==> src/rtl/bram_sp_arb_if.sv <==
// Two-requester handshake plus single-port BRAM bus for bram_sp_arb.
// master = requesters and BRAM side, slave = the arbiter.
interface bram_sp_arb_if #(
  parameter int pAddrWidth = 11,
  parameter int pWidth     = 8
);
  logic                  Req_A;
  logic                  WE_A;
  logic [pAddrWidth-1:0] PA_A;
  logic [pWidth-1:0]     DI_A;
  logic                  Ack_A;
  logic [pWidth-1:0]     DO_A;

  logic                  Req_B;
  logic                  WE_B;
  logic [pAddrWidth-1:0] PA_B;
  logic [pWidth-1:0]     DI_B;
  logic                  Ack_B;
  logic [pWidth-1:0]     DO_B;

  logic                  Mem_CE;
  logic                  Mem_WE;
  logic [pAddrWidth-1:0] Mem_PA;
  logic [pWidth-1:0]     Mem_DI;
  logic [pWidth-1:0]     Mem_DO;
  logic                  Busy;

  modport master (
    output Req_A, WE_A, PA_A, DI_A,
    input  Ack_A, DO_A,
    output Req_B, WE_B, PA_B, DI_B,
    input  Ack_B, DO_B,
    input  Mem_CE, Mem_WE, Mem_PA, Mem_DI,
    output Mem_DO,
    input  Busy
  );

  modport slave (
    input  Req_A, WE_A, PA_A, DI_A,
    output Ack_A, DO_A,
    input  Req_B, WE_B, PA_B, DI_B,
    output Ack_B, DO_B,
    output Mem_CE, Mem_WE, Mem_PA, Mem_DI,
    input  Mem_DO,
    output Busy
  );
endinterface

==> src/rtl/bram_sp_arb.sv <==
// Two-requester single-port BRAM arbiter: Req->Ack in 2 cycles, one access per 2 cycles, Req held until Ack.
// Ties are round-robin; define BRAM_SP_ARB_FIXED_PRI_EN to always favour A on ties.
module bram_sp_arb #(
  parameter int pAddrWidth = 11,
  parameter int pWidth     = 8
) (
  input  logic         Clk,
  input  logic         nRst,
  bram_sp_arb_if.slave bus
);

  typedef enum logic [1:0] {
    IDLE = 2'd0,
    ACC  = 2'd1,
    ACK  = 2'd2
  } state_t;

  state_t                state_q;
  state_t                state_d;
  logic                  grant_vld;
  logic                  grant_b;
  logic                  win_b_q;
  logic                  we_q;
  logic [pAddrWidth-1:0] pa_q;
  logic [pWidth-1:0]     di_q;
  logic [pWidth-1:0]     do_a_q;
  logic [pWidth-1:0]     do_b_q;
`ifndef BRAM_SP_ARB_FIXED_PRI_EN
  logic                  last_b_q;
`endif

  always_ff @(posedge Clk or negedge nRst) begin
    if (!nRst) begin
      state_q <= IDLE;
    end else begin
      state_q <= state_d;
    end
  end

  // In ACK the requester just served is masked so the other one gets the next slot.
  always_comb begin
    state_d   = state_q;
    grant_vld = 1'b0;
    grant_b   = 1'b0;
    case (state_q)
      IDLE: begin
        grant_vld = bus.Req_A | bus.Req_B;
`ifdef BRAM_SP_ARB_FIXED_PRI_EN
        grant_b   = ~bus.Req_A;
`else
        grant_b   = bus.Req_B & (~bus.Req_A | ~last_b_q);
`endif
        if (grant_vld) begin
          state_d = ACC;
        end
      end
      ACC: begin
        state_d = ACK;
      end
      ACK: begin
        grant_b   = ~win_b_q;
        grant_vld = win_b_q ? bus.Req_A : bus.Req_B;
        state_d   = grant_vld ? ACC : IDLE;
      end
      default: begin
        state_d = IDLE;
      end
    endcase
  end

  always_comb begin
    bus.Busy   = (state_q != IDLE);
    bus.Mem_CE = (state_q != IDLE);
    bus.Mem_WE = (state_q == ACC) & we_q;
    bus.Mem_PA = pa_q;
    bus.Mem_DI = di_q;
    bus.Ack_A  = (state_q == ACK) & ~win_b_q;
    bus.Ack_B  = (state_q == ACK) &  win_b_q;
    bus.DO_A   = ((state_q == ACK) && !win_b_q) ? bus.Mem_DO : do_a_q;
    bus.DO_B   = ((state_q == ACK) &&  win_b_q) ? bus.Mem_DO : do_b_q;
  end

  always_ff @(posedge Clk or negedge nRst) begin
    if (!nRst) begin
      win_b_q <= 1'b0;
      we_q    <= 1'b0;
      pa_q    <= '0;
      di_q    <= '0;
      do_a_q  <= '0;
      do_b_q  <= '0;
    end else begin
      if (grant_vld) begin
        win_b_q <= grant_b;
        we_q    <= grant_b ? bus.WE_B : bus.WE_A;
        pa_q    <= grant_b ? bus.PA_B : bus.PA_A;
        di_q    <= grant_b ? bus.DI_B : bus.DI_A;
      end
      // Mem_DO is still valid on the ACK exit edge since ACK keeps CE and PA.
      if (state_q == ACK) begin
        if (win_b_q) begin
          do_b_q <= bus.Mem_DO;
        end else begin
          do_a_q <= bus.Mem_DO;
        end
      end
    end
  end

`ifndef BRAM_SP_ARB_FIXED_PRI_EN
  always_ff @(posedge Clk or negedge nRst) begin
    if (!nRst) begin
      last_b_q <= 1'b1;
    end else if (grant_vld) begin
      last_b_q <= grant_b;
    end
  end
`endif

endmodule

==> src/flat_wrapper.sv <==
// flat-port wrapper written by rule: the top's interface ports become plain ports
module bram_sp_arb_flat 
#(
  parameter int pAddrWidth = 11,
  parameter int pWidth     = 8
)
  (Clk, nRst, bus_Req_A, bus_WE_A, bus_PA_A, bus_DI_A, bus_Ack_A, bus_DO_A, bus_Req_B, bus_WE_B, bus_PA_B, bus_DI_B, bus_Ack_B, bus_DO_B, bus_Mem_CE, bus_Mem_WE, bus_Mem_PA, bus_Mem_DI, bus_Mem_DO, bus_Busy);
  bram_sp_arb_if #(.pAddrWidth(pAddrWidth), .pWidth(pWidth)) bus_i ();
  input  logic Clk;
  input  logic nRst;
  input wire logic [$bits(bus_i.Req_A)-1:0] bus_Req_A;
  input wire logic [$bits(bus_i.WE_A)-1:0] bus_WE_A;
  input wire logic [$bits(bus_i.PA_A)-1:0] bus_PA_A;
  input wire logic [$bits(bus_i.DI_A)-1:0] bus_DI_A;
  output wire logic [$bits(bus_i.Ack_A)-1:0] bus_Ack_A;
  output wire logic [$bits(bus_i.DO_A)-1:0] bus_DO_A;
  input wire logic [$bits(bus_i.Req_B)-1:0] bus_Req_B;
  input wire logic [$bits(bus_i.WE_B)-1:0] bus_WE_B;
  input wire logic [$bits(bus_i.PA_B)-1:0] bus_PA_B;
  input wire logic [$bits(bus_i.DI_B)-1:0] bus_DI_B;
  output wire logic [$bits(bus_i.Ack_B)-1:0] bus_Ack_B;
  output wire logic [$bits(bus_i.DO_B)-1:0] bus_DO_B;
  output wire logic [$bits(bus_i.Mem_CE)-1:0] bus_Mem_CE;
  output wire logic [$bits(bus_i.Mem_WE)-1:0] bus_Mem_WE;
  output wire logic [$bits(bus_i.Mem_PA)-1:0] bus_Mem_PA;
  output wire logic [$bits(bus_i.Mem_DI)-1:0] bus_Mem_DI;
  input wire logic [$bits(bus_i.Mem_DO)-1:0] bus_Mem_DO;
  output wire logic [$bits(bus_i.Busy)-1:0] bus_Busy;
  assign bus_i.Req_A = bus_Req_A;
  assign bus_i.WE_A = bus_WE_A;
  assign bus_i.PA_A = bus_PA_A;
  assign bus_i.DI_A = bus_DI_A;
  assign bus_Ack_A = bus_i.Ack_A;
  assign bus_DO_A = bus_i.DO_A;
  assign bus_i.Req_B = bus_Req_B;
  assign bus_i.WE_B = bus_WE_B;
  assign bus_i.PA_B = bus_PA_B;
  assign bus_i.DI_B = bus_DI_B;
  assign bus_Ack_B = bus_i.Ack_B;
  assign bus_DO_B = bus_i.DO_B;
  assign bus_Mem_CE = bus_i.Mem_CE;
  assign bus_Mem_WE = bus_i.Mem_WE;
  assign bus_Mem_PA = bus_i.Mem_PA;
  assign bus_Mem_DI = bus_i.Mem_DI;
  assign bus_i.Mem_DO = bus_Mem_DO;
  assign bus_Busy = bus_i.Busy;
  bram_sp_arb #(.pAddrWidth(pAddrWidth), .pWidth(pWidth)) u_core (.Clk(Clk), .nRst(nRst), .bus(bus_i));
endmodule
==> config.mk <==
export PLATFORM = sky130hd
export DESIGN_NAME = bram_sp_arb_flat
export DESIGN_NICKNAME = d
export VERILOG_FILES = /design/src/rtl/bram_sp_arb_if.sv /design/src/rtl/bram_sp_arb.sv /design/src/flat_wrapper.sv
export SDC_FILE = /design/constraint.sdc
export NUM_CORES = 1
export LEC_CHECK = 0
export ABC_CLOCK_PERIOD_IN_PS = 1900
export BUFFER_PORTS_ARGS = -buffer_cell sky130_fd_sc_hd__buf_2
export CORE_ASPECT_RATIO = 0.5
export CORE_MARGIN = 3
export CORE_UTILIZATION = 48
export CTS_CLUSTER_SIZE = 12
export DETAILED_ROUTE_END_ITERATION = 7
export HOLD_SLACK_MARGIN = 0.1
export PLACE_DENSITY = 0.83
export SLEW_MARGIN = 20
export SYNTH_ARGS = -nofsm -noshare
export SYNTH_HDL_FRONTEND = slang
export SYNTH_SLANG_ARGS = --single-unit
export TNS_END_PERCENT = 10
==> constraint.sdc <==
create_clock -name Clk -period 1.9 [get_ports Clk]
set_clock_uncertainty 0.2 [all_clocks]
set_input_delay 0.285 -clock Clk [delete_from_list [all_inputs] [get_ports Clk]]
set_output_delay 0.285 -clock Clk [all_outputs]
set_load 0.02 [all_outputs]
* Word-level counts from Yosys, hierarchy flattened
Index checks and enable logic that the tools add are counted.
** Operators by class
- Equal/unequal tests :: 3
- Multiplexer cells :: 11
- Bitwise gates (word level) :: 9
- Reductions and logical operators :: 7
** Operators with widths (number)
- 8-bit two-way mux :: 3
- 11-bit two-way mux :: 1
- 2-bit one-hot mux with 3 select lines :: 1
- 1-bit bitwise AND :: 4
- 1-bit one-hot mux with 2 select lines :: 2
- 2-bit AND reduction :: 2
- 1-bit two-way mux :: 3
- 1-bit inverter :: 3
- 2-bit by 1-bit == test with 1-bit output (second input constant) :: 1
- 2-bit == test (second input constant) :: 1
- 1-bit logical AND :: 2
- 2-bit zero test :: 1
- 2-bit two-way mux :: 1
- 2-bit by 1-bit inequality test with 1-bit output (second input constant) :: 1
- 1-bit bitwise OR :: 2
- 2-bit nonzero test :: 1
- 1-bit zero test :: 1
** Storage, ports and cells
- Register bits :: 40
- Bits of input ports :: 52
- Word-level logic and storage cells :: 38

* Logic depth before layout (Yosys ltp)
Gate-level depths: netlist of the first run.
- Word-level depth :: 5
- Gate-level depth with buffers :: 5
- Gate-level depth less buffers :: 4

* Least setup slack after synthesis of the first run
No wires, ideal clock.
- Path kind :: register to output
- From :: register u_core.win_b_q
- To :: output port bus_DO_A[0]
- Arrival time :: 1.316 ns
- Data required time :: 1.415 ns
- Path slack :: 0.099 ns
- Stages on the path, launching flop included :: 4
- Path buffers :: 0
- Cells stage by stage :: dfrtp_1 -> nand2b_2 -> nor2_4 -> mux2_2
** On the way
- Longest elaborated chain between the ends :: 3
** RTL lines
- start: declaration :: line bram_sp_arb.sv:22 : logic win_b_q;
- start signal: assignment :: line bram_sp_arb.sv:93 : win_b_q <= grant_b;
- 1-bit zero test :: line bram_sp_arb.sv:79 : bus.DO_A = ((state_q == ACK) && !win_b_q) ? bus.Mem_DO : do_a_q;
- 1-bit logical AND :: line bram_sp_arb.sv:79
- 8-bit two-way mux :: line bram_sp_arb.sv:79
- end: declaration :: line flat_wrapper.sv:16 : output wire logic [$bits(bus_i.DO_A)-1:0] bus_DO_A;
Every way passes these cells.

* Worst setup path after layout of the first run
- From :: register u_core.win_b_q
- To :: output port bus_DO_A[1]
The elaborated chain is that of the path after synthesis.

==> metrics.txt, run 1 <==
status=finished with violations; failing checks=negative setup slack; Final Hold Fails=0; critical path class=reg2out; Critical Path End Type=output pin; die height=54.5 microns; vias in the first global route=1998; Iteration-0 DRC Markers=67; Area Overhead vs Synth=46.6%; critical path's largest stage delay=0.40 ns; dpl hpwl=4220 microns; FILL cells=265; drt wl/cell=17.3 microns; top-count cell post-synth=dfrtp_1; sequential area share after synthesis=44.5%; die area=0.00561 sq mm; I/O pin count=92; main area contributors after synthesis=dfrtp_1 43%, a221oi_2 13%, mux2_2 8.0%; first-pass GRT wire length=9340 microns; Post-synth EDFFs=0; routed wire length=6720 microns; Worst Path Max Fanout=4; sequential cell area=0.00100 sq mm; Worst path slowest cell=dfrtp_1; initial antenna violation count=0; synth warn=0; top cell type's share of synthesized area=43.3%; worst hold-check path type=in2reg; Mapped Cells=216; multi-input logic area=0.00115 sq mm; TritonCTS clock tree=yes; Mapped Area=0.00225 sq mm; post-synth cell types=26; H-Tree Depth=2; DRC=0; CP required=1.41 ns; critical path's top delay family=flip-flops; Initial Utilization=53.6%; Worst slew margin=66.0%; fraction of synthesis flops using an asynchronous set or reset pin=100%; largest net degree at the start of global routing=41; worst path bufs/invs=2; layout cells sized above 1=49.3%; Mapped Avg Cell Area=10.4 sq um; RSZ-0062 raised after global routing=true; CTS sink cnt=40; CTS Buf Count=5; Core ar.=0.00420 sq mm; total power=0.00587 W; Antenna Cells=0; vias=2138; cell accounting for the most synthesized area=dfrtp_1; CP startpoint kind=flop; drt pass-1 iters=4; Tcrit/Tclk final=111%; flops & latches, synth=40; final design area excluding fillers=0.00330 sq mm; fin. max-slew vios=0; final setup fails=16; Worst-Margin Slew=0.510 ns; crit path time final=2.10 ns; Data arrival, critical path=1.62 ns; via-per-instance ratio=5.50; Primary FF master, synth=dfrtp_1; Rows=16; area post-placement=0.00279 sq mm; antenna-violating nets left=0; I/O Buffers=91; die width=103 microns; Clock Latency Late Sink=0.29 ns; Clock Pin Slew Worst Setup and Hold Paths=0.07 ns; P_leak=1.60 nW; Max Cap Viol=0; fin nets=386; Sum Neg Setup Slack=-2.40 ns; GR Overflow Total=0; max frequency=476 MHz; RePlAce Congestion=0.756; Tot GR Track Use=21.6%; most frequent cells after synthesis=39 x dfrtp_1, 23 x inv_1, 23 x nand2_1; worst reg-to-reg setup slack=0.03 ns; Syn Nets=268; Max rail drop VDD=0.000695 V; crit-path cells=nand2b_4, nor2_4, clkbuf_16, mux2_4, buf_6; Cell Pwr Density=1780 mW/mm^2; fin worst setup slack=-0.200 ns; CTS Buffer Depth=2; root buffer selected by CTS=clkbuf_8
-- report_power, final --
part	switching [W]	leakage [nW]	internal, W
combinational	0.00209	1.08	0.00165
clock	0.000292	0.0445	0.000295
sequential	0.000241	0.478	0.00130
total	0.00262	1.60	0.00325
-- worst paths after layout --
path | startpoint | endpoint | depth (start not counted)
worst min register to register | u_core.we_q$_DFFE_PN0P_ | u_core.we_q$_DFFE_PN0P_ | 2
worst max register to register | u_core.win_b_q$_DFFE_PN0P_ | u_core.bus.Mem_PA[1]$_DFFE_PN0P_ | 7
min in group asynchronous | nRst | u_core.bus.Mem_PA[5]$_DFFE_PN0P_ | 2
max in group asynchronous | nRst | u_core.last_b_q$_DFFE_PN1P_ | 3
worst min-delay path | bus_PA_A[10] | u_core.bus.Mem_PA[10]$_DFFE_PN0P_ | 3
worst max-delay path | u_core.win_b_q$_DFFE_PN0P_ | bus_DO_A[1] | 5
-- worst min-delay path, stage by stage --
cell and delay, ns:
buf_2 0.10, a221oi_2 0.06, o21ai_1 0.11
-- cells in the final DEF (no fill, tap or decap) --
cell type,count
mux2_4,12
and2_1,1
o221ai_4,1
clkbuf_1,1
clkbuf_16,1
a21boi_1,1
buf_2,77
nand2_1,23
buf_4,16
a221oi_2,20
inv_4,1
nand2b_4,1
dlygate4sd3_1,16
clkbuf_8,6
a21o_1,1
buf_8,1
nor2_4,1
or2_2,1
clkinvlp_4,1
o21ai_1,21
nand3_4,2
buf_6,15
a21oi_1,1
and2b_1,1
buf_12,1
a211oi_1,21
nor2b_1,22
inv_1,22
dfstp_2,1
dfrtp_2,2
mux2_2,4
nor2_1,2
a31o_2,1
dfrtp_1,37
-- metal layers --
metal / global-route usage, % / up-vias / wire length, microns
li1: - / 1008 / -
met2: 40.3 / 75 / 3390
met1: 26.0 / 1043 / 2820
met5: 0 / - / 0
met4: 3.87 / 0 / 96
met3: 5.34 / 12 / 415
-- area by class of cell --
type / instances / area share (%)
inverter: 23 / 2.69
clock buffer: 7 / 2.61
sequential: 40 / 30.4
timing repair buffer: 127 / 27.1
multi-input combinational: 137 / 34.9
clock inverter: 1 / 0.227
tap: 54 / 2.04
-- per-stage QoR --
step                hold slack (ns)  cells  util, %  setup slack [ns]
floorplan                    -0.211    216        -            0.0995
global placement            0.00340    358     66.4             0.106
detailed placement          0.00524    358     66.4            0.0349
CTS                           0.100    383     73.4            -0.182
global route                  0.111    389     78.6            -0.250
finish                        0.103    389     78.6            -0.200
-- registers in the layout, indices dropped and copies added, names as in the netlist --
name / count
u_core.bus.Mem_DI: 8
u_core.bus.Mem_PA: 11
u_core.do_a_q: 8
u_core.do_b_q: 8
u_core.last_b_q: 1
u_core.state_q: 2
u_core.we_q: 1
u_core.win_b_q: 1
-- cells by family (layout without fill, tap and decap cells) --
logic type	Yosys count	after routing	share of synthesized area [%]
flops	40	40	44.5
buf+inv	40	158	8.43
simple gates	53	54	12.5
mux	16	16	7.99
compound gates	67	67	26.6
-- timing repair --
action | CTS | global route
setup endpoints to repair | 16 | 17
resized for setup | 5 | 45
endpoints found under the hold margin | 62 | 0
hold buffers | 16 | 0
gates cloned | 0 | 2
buffers inserted | 1 | 4
pin swaps | 1 | 1
(Power assumes the default switching activity.)
==> run 2: changes to the inputs <==
--- a/config.mk
+++ b/config.mk
@@ -7,9 +7,11 @@
 export LEC_CHECK = 0
 export ABC_CLOCK_PERIOD_IN_PS = 1900
 export BUFFER_PORTS_ARGS = -buffer_cell sky130_fd_sc_hd__buf_2
+export CELL_PAD_IN_SITES_DETAIL_PLACEMENT = 0
+export CELL_PAD_IN_SITES_GLOBAL_PLACEMENT = 1
 export CORE_ASPECT_RATIO = 0.5
 export CORE_MARGIN = 3
-export CORE_UTILIZATION = 48
+export CORE_UTILIZATION = 36
 export CTS_CLUSTER_SIZE = 12
 export DETAILED_ROUTE_END_ITERATION = 7
 export HOLD_SLACK_MARGIN = 0.1
==> run 2 against run 1 <==
  * The run still ends with negative setup slack left
  * Non-clock buffer count fell by 7
  * Worst setup slack improved by 0.067 ns
  * Via count fell by 6.2%
  * Design area fell by 0.45%
  * Fmax rose by 3.3%
  * Sequential cell count did not move
  * Register-to-register slack barely moved
  * Combinational power barely moved
  * Largest power group unchanged
==> metrics.txt, run 2 (synthesized netlist as in run 1, its figures left out) <==
status=finished with violations (unchanged); failing checks=negative setup slack (unchanged); dpl hpwl=4270 microns (was 4220 microns); dpl ws=0.0324 ns (was 0.0349 ns); Worst-Margin Slew=0.451 ns (was 0.510 ns); worst reg-to-reg setup slack=0.04 ns (was 0.03 ns); crit path time final=2.03 ns (was 2.10 ns); Area Overhead vs Synth=45.9% (was 46.6%); Worst slew margin=69.9% (was 66.0%); Tot GR Track Use=16.8% (was 21.6%); layout cells sized above 1=50.3% (was 49.3%); critical path endpoint=bus_DO_A[1] (unchanged); GR Overflow Total=0 (unchanged); post-layout util=57.2% (was 78.6%); CP startpoint kind=flop (unchanged); crit-path cells=nand2b_4, nor2_4, buf_8, mux2_4, buf_6 (was nand2b_4, nor2_4, clkbuf_16, mux2_4, buf_6); final std cells w/o fill=412 (was 389); dpl cells=387 (was 358); Core ar.=0.00575 sq mm (was 0.00420 sq mm); met1 usage in global routing=21.1% (was 26.0%); most common cell after layout, fill and taps aside=buf_2 (unchanged); vias=2006 (was 2138); routing usage on met2=31.4% (was 40.3%); TritonCTS clock tree=yes (unchanged); worst hold-check path type=in2reg (unchanged); drt pass-1 iters=4 (unchanged); drt wl/cell=15.4 microns (was 17.3 microns); critical path's top delay family=flip-flops (unchanged); vias in the first global route=2032 (was 1998); max frequency=492 MHz (was 476 MHz); Worst path slowest cell=dfrtp_1 (unchanged); Antenna Cells=0 (unchanged); hold depth=3 (unchanged); worst path bufs/invs=2 (unchanged); Initial Utilization=39.2% (was 53.6%); GRT busiest layer=met2 (unchanged); fin worst setup slack=-0.133 ns (was -0.200 ns); final setup fails=16 (unchanged); largest net degree at the start of global routing=44 (was 41); RePlAce Congestion=0.814 (was 0.756); Critical R2R Launch=u_core.state_q[1]$_DFFE_PN0P_ (was u_core.win_b_q$_DFFE_PN0P_); GR Layer Usage met3=2.89% (was 5.34%); Cell Pwr Density=1830 mW/mm^2 (was 1780 mW/mm^2); Tcrit/Tclk final=107% (was 111%); routed wire length=6360 microns (was 6720 microns); Max Cap Viol=0 (unchanged); Crit. path cell count=5 (unchanged); most frequent cells in the layout=79 x buf_2, 37 x dfrtp_1, 23 x nand2_1 (was 77 x buf_2, 37 x dfrtp_1, 23 x nand2_1); die height=62.0 microns (was 54.5 microns); die width=118 microns (was 103 microns); CP startpoint=u_core.win_b_q$_DFFE_PN0P_ (unchanged); root buffer selected by CTS=clkbuf_16 (was clkbuf_8); Critical Path End Type=output pin (unchanged); r2r endpoint=u_core.bus.Mem_PA[0]$_DFFE_PN0P_ (was u_core.bus.Mem_PA[1]$_DFFE_PN0P_); Clock Latency Late Sink=0.28 ns (was 0.29 ns); critical path class=reg2out (unchanged); I/O Buffers=91 (unchanged); CTS Buffer Depth=2 (unchanged); initial antenna violation count=0 (unchanged); Rows=19 (was 16); via-per-instance ratio=4.87 (was 5.50); Data arrival, critical path=1.55 ns (was 1.62 ns); Clock Pin Slew Worst Setup and Hold Paths=0.06 ns (was 0.07 ns); Max rail drop VDD=0.000618 V (was 0.000695 V); Reg2Reg Depth=6 (was 7); first-pass GRT wire length=9880 microns (was 9340 microns); critical path's largest stage delay=0.39 ns (was 0.40 ns); RSZ-0062 raised after global routing=true (unchanged); die area=0.00731 sq mm (was 0.00561 sq mm); Worst Path Max Fanout=5 (was 4); antenna-violating nets left=0 (unchanged); max reg flops=11 (unchanged); P_leak=1.59 nW (was 1.60 nW); CP required=1.41 ns (about the same); Iteration-0 DRC Markers=108 (was 67); H-Tree Depth=2 (unchanged); fin nets=379 (was 386); CTS sink cnt=40 (unchanged); Final Hold Fails=0 (unchanged); CTS Buf Count=5 (unchanged); total power=0.00603 W (was 0.00587 W); DRC=0 (unchanged); fin. max-slew vios=0 (unchanged); I/O pin count=92 (unchanged)
-- run 2: worst register-to-register path: stages, from the launching register on --
cell,delay (ns)
dfrtp_2,0.45
buf_4,0.16
nor2b_1,0.24
buf_6,0.25
a211oi_1,0.10
a221oi_1,0.25
o21ai_1,0.09
-- run 2: metal layers --
layer  routed length [microns]  vias up
met5                         0        -
met4                        56        0
met3                       247        5
met2                      3170       50
met1                      2880      966
li1                          -      985
-- run 2: worst min-delay path by stage --
stage / start / end / slack [ns]
3_5_place_dp: nRst / u_core.bus.Mem_DI[6]$_DFFE_PN0P_ / 0.03
2_1_floorplan: nRst / u_core.bus.Mem_DI[0]$_DFFE_PN0P_ / -0.21
5_1_grt: bus_DI_A[4] / u_core.bus.Mem_DI[4]$_DFFE_PN0P_ / 0.11
4_1_cts: bus_DI_A[7] / u_core.bus.Mem_DI[7]$_DFFE_PN0P_ / 0.10
6_report: bus_DI_A[1] / u_core.bus.Mem_DI[1]$_DFFE_PN0P_ / 0.10
3_3_place_gp: nRst / u_core.we_q$_DFFE_PN0P_ / 0.02
-- run 2: area by class of cell --
type | instances | area, sq um
fillers | 504 | 2460
multi-input cells | 137 | 1160
flip-flops and latches | 40 | 1000
repair buffers | 120 | 796
clock buffers | 7 | 133
well taps | 84 | 105
inverters | 23 | 86.3
clock inverters | 1 | 5.00
-- run 2: repair_timing --
item	4_1_cts	5_1_grt
pin swaps	1	1
buffers inserted	4	4
gates resized for setup	29	16
endpoints found under the setup margin	16	20
hold buffers	9	0
hold endpoints to repair	39	0
gates cloned	1	1
-- run 2: through the flow --
step	hold WS (ns)	setup TNS [ns]	cell area, sq um
after floorplan	-0.211	0	2250
after global placement	0.0192	0	2850
after detailed placement	0.0262	0	2850
after CTS	0.102	-2.77	3240
after global routing	0.114	-2.55	3290
final	0.103	-1.93	3290
-- run 2: power breakdown --
part	total (W)	switching, W	internal (W)
Clock	0.000796	0.000311	0.000485
Combinational	0.00371	0.00208	0.00163
Sequential	0.00152	0.000222	0.00130
Total	0.00603	0.00261	0.00342
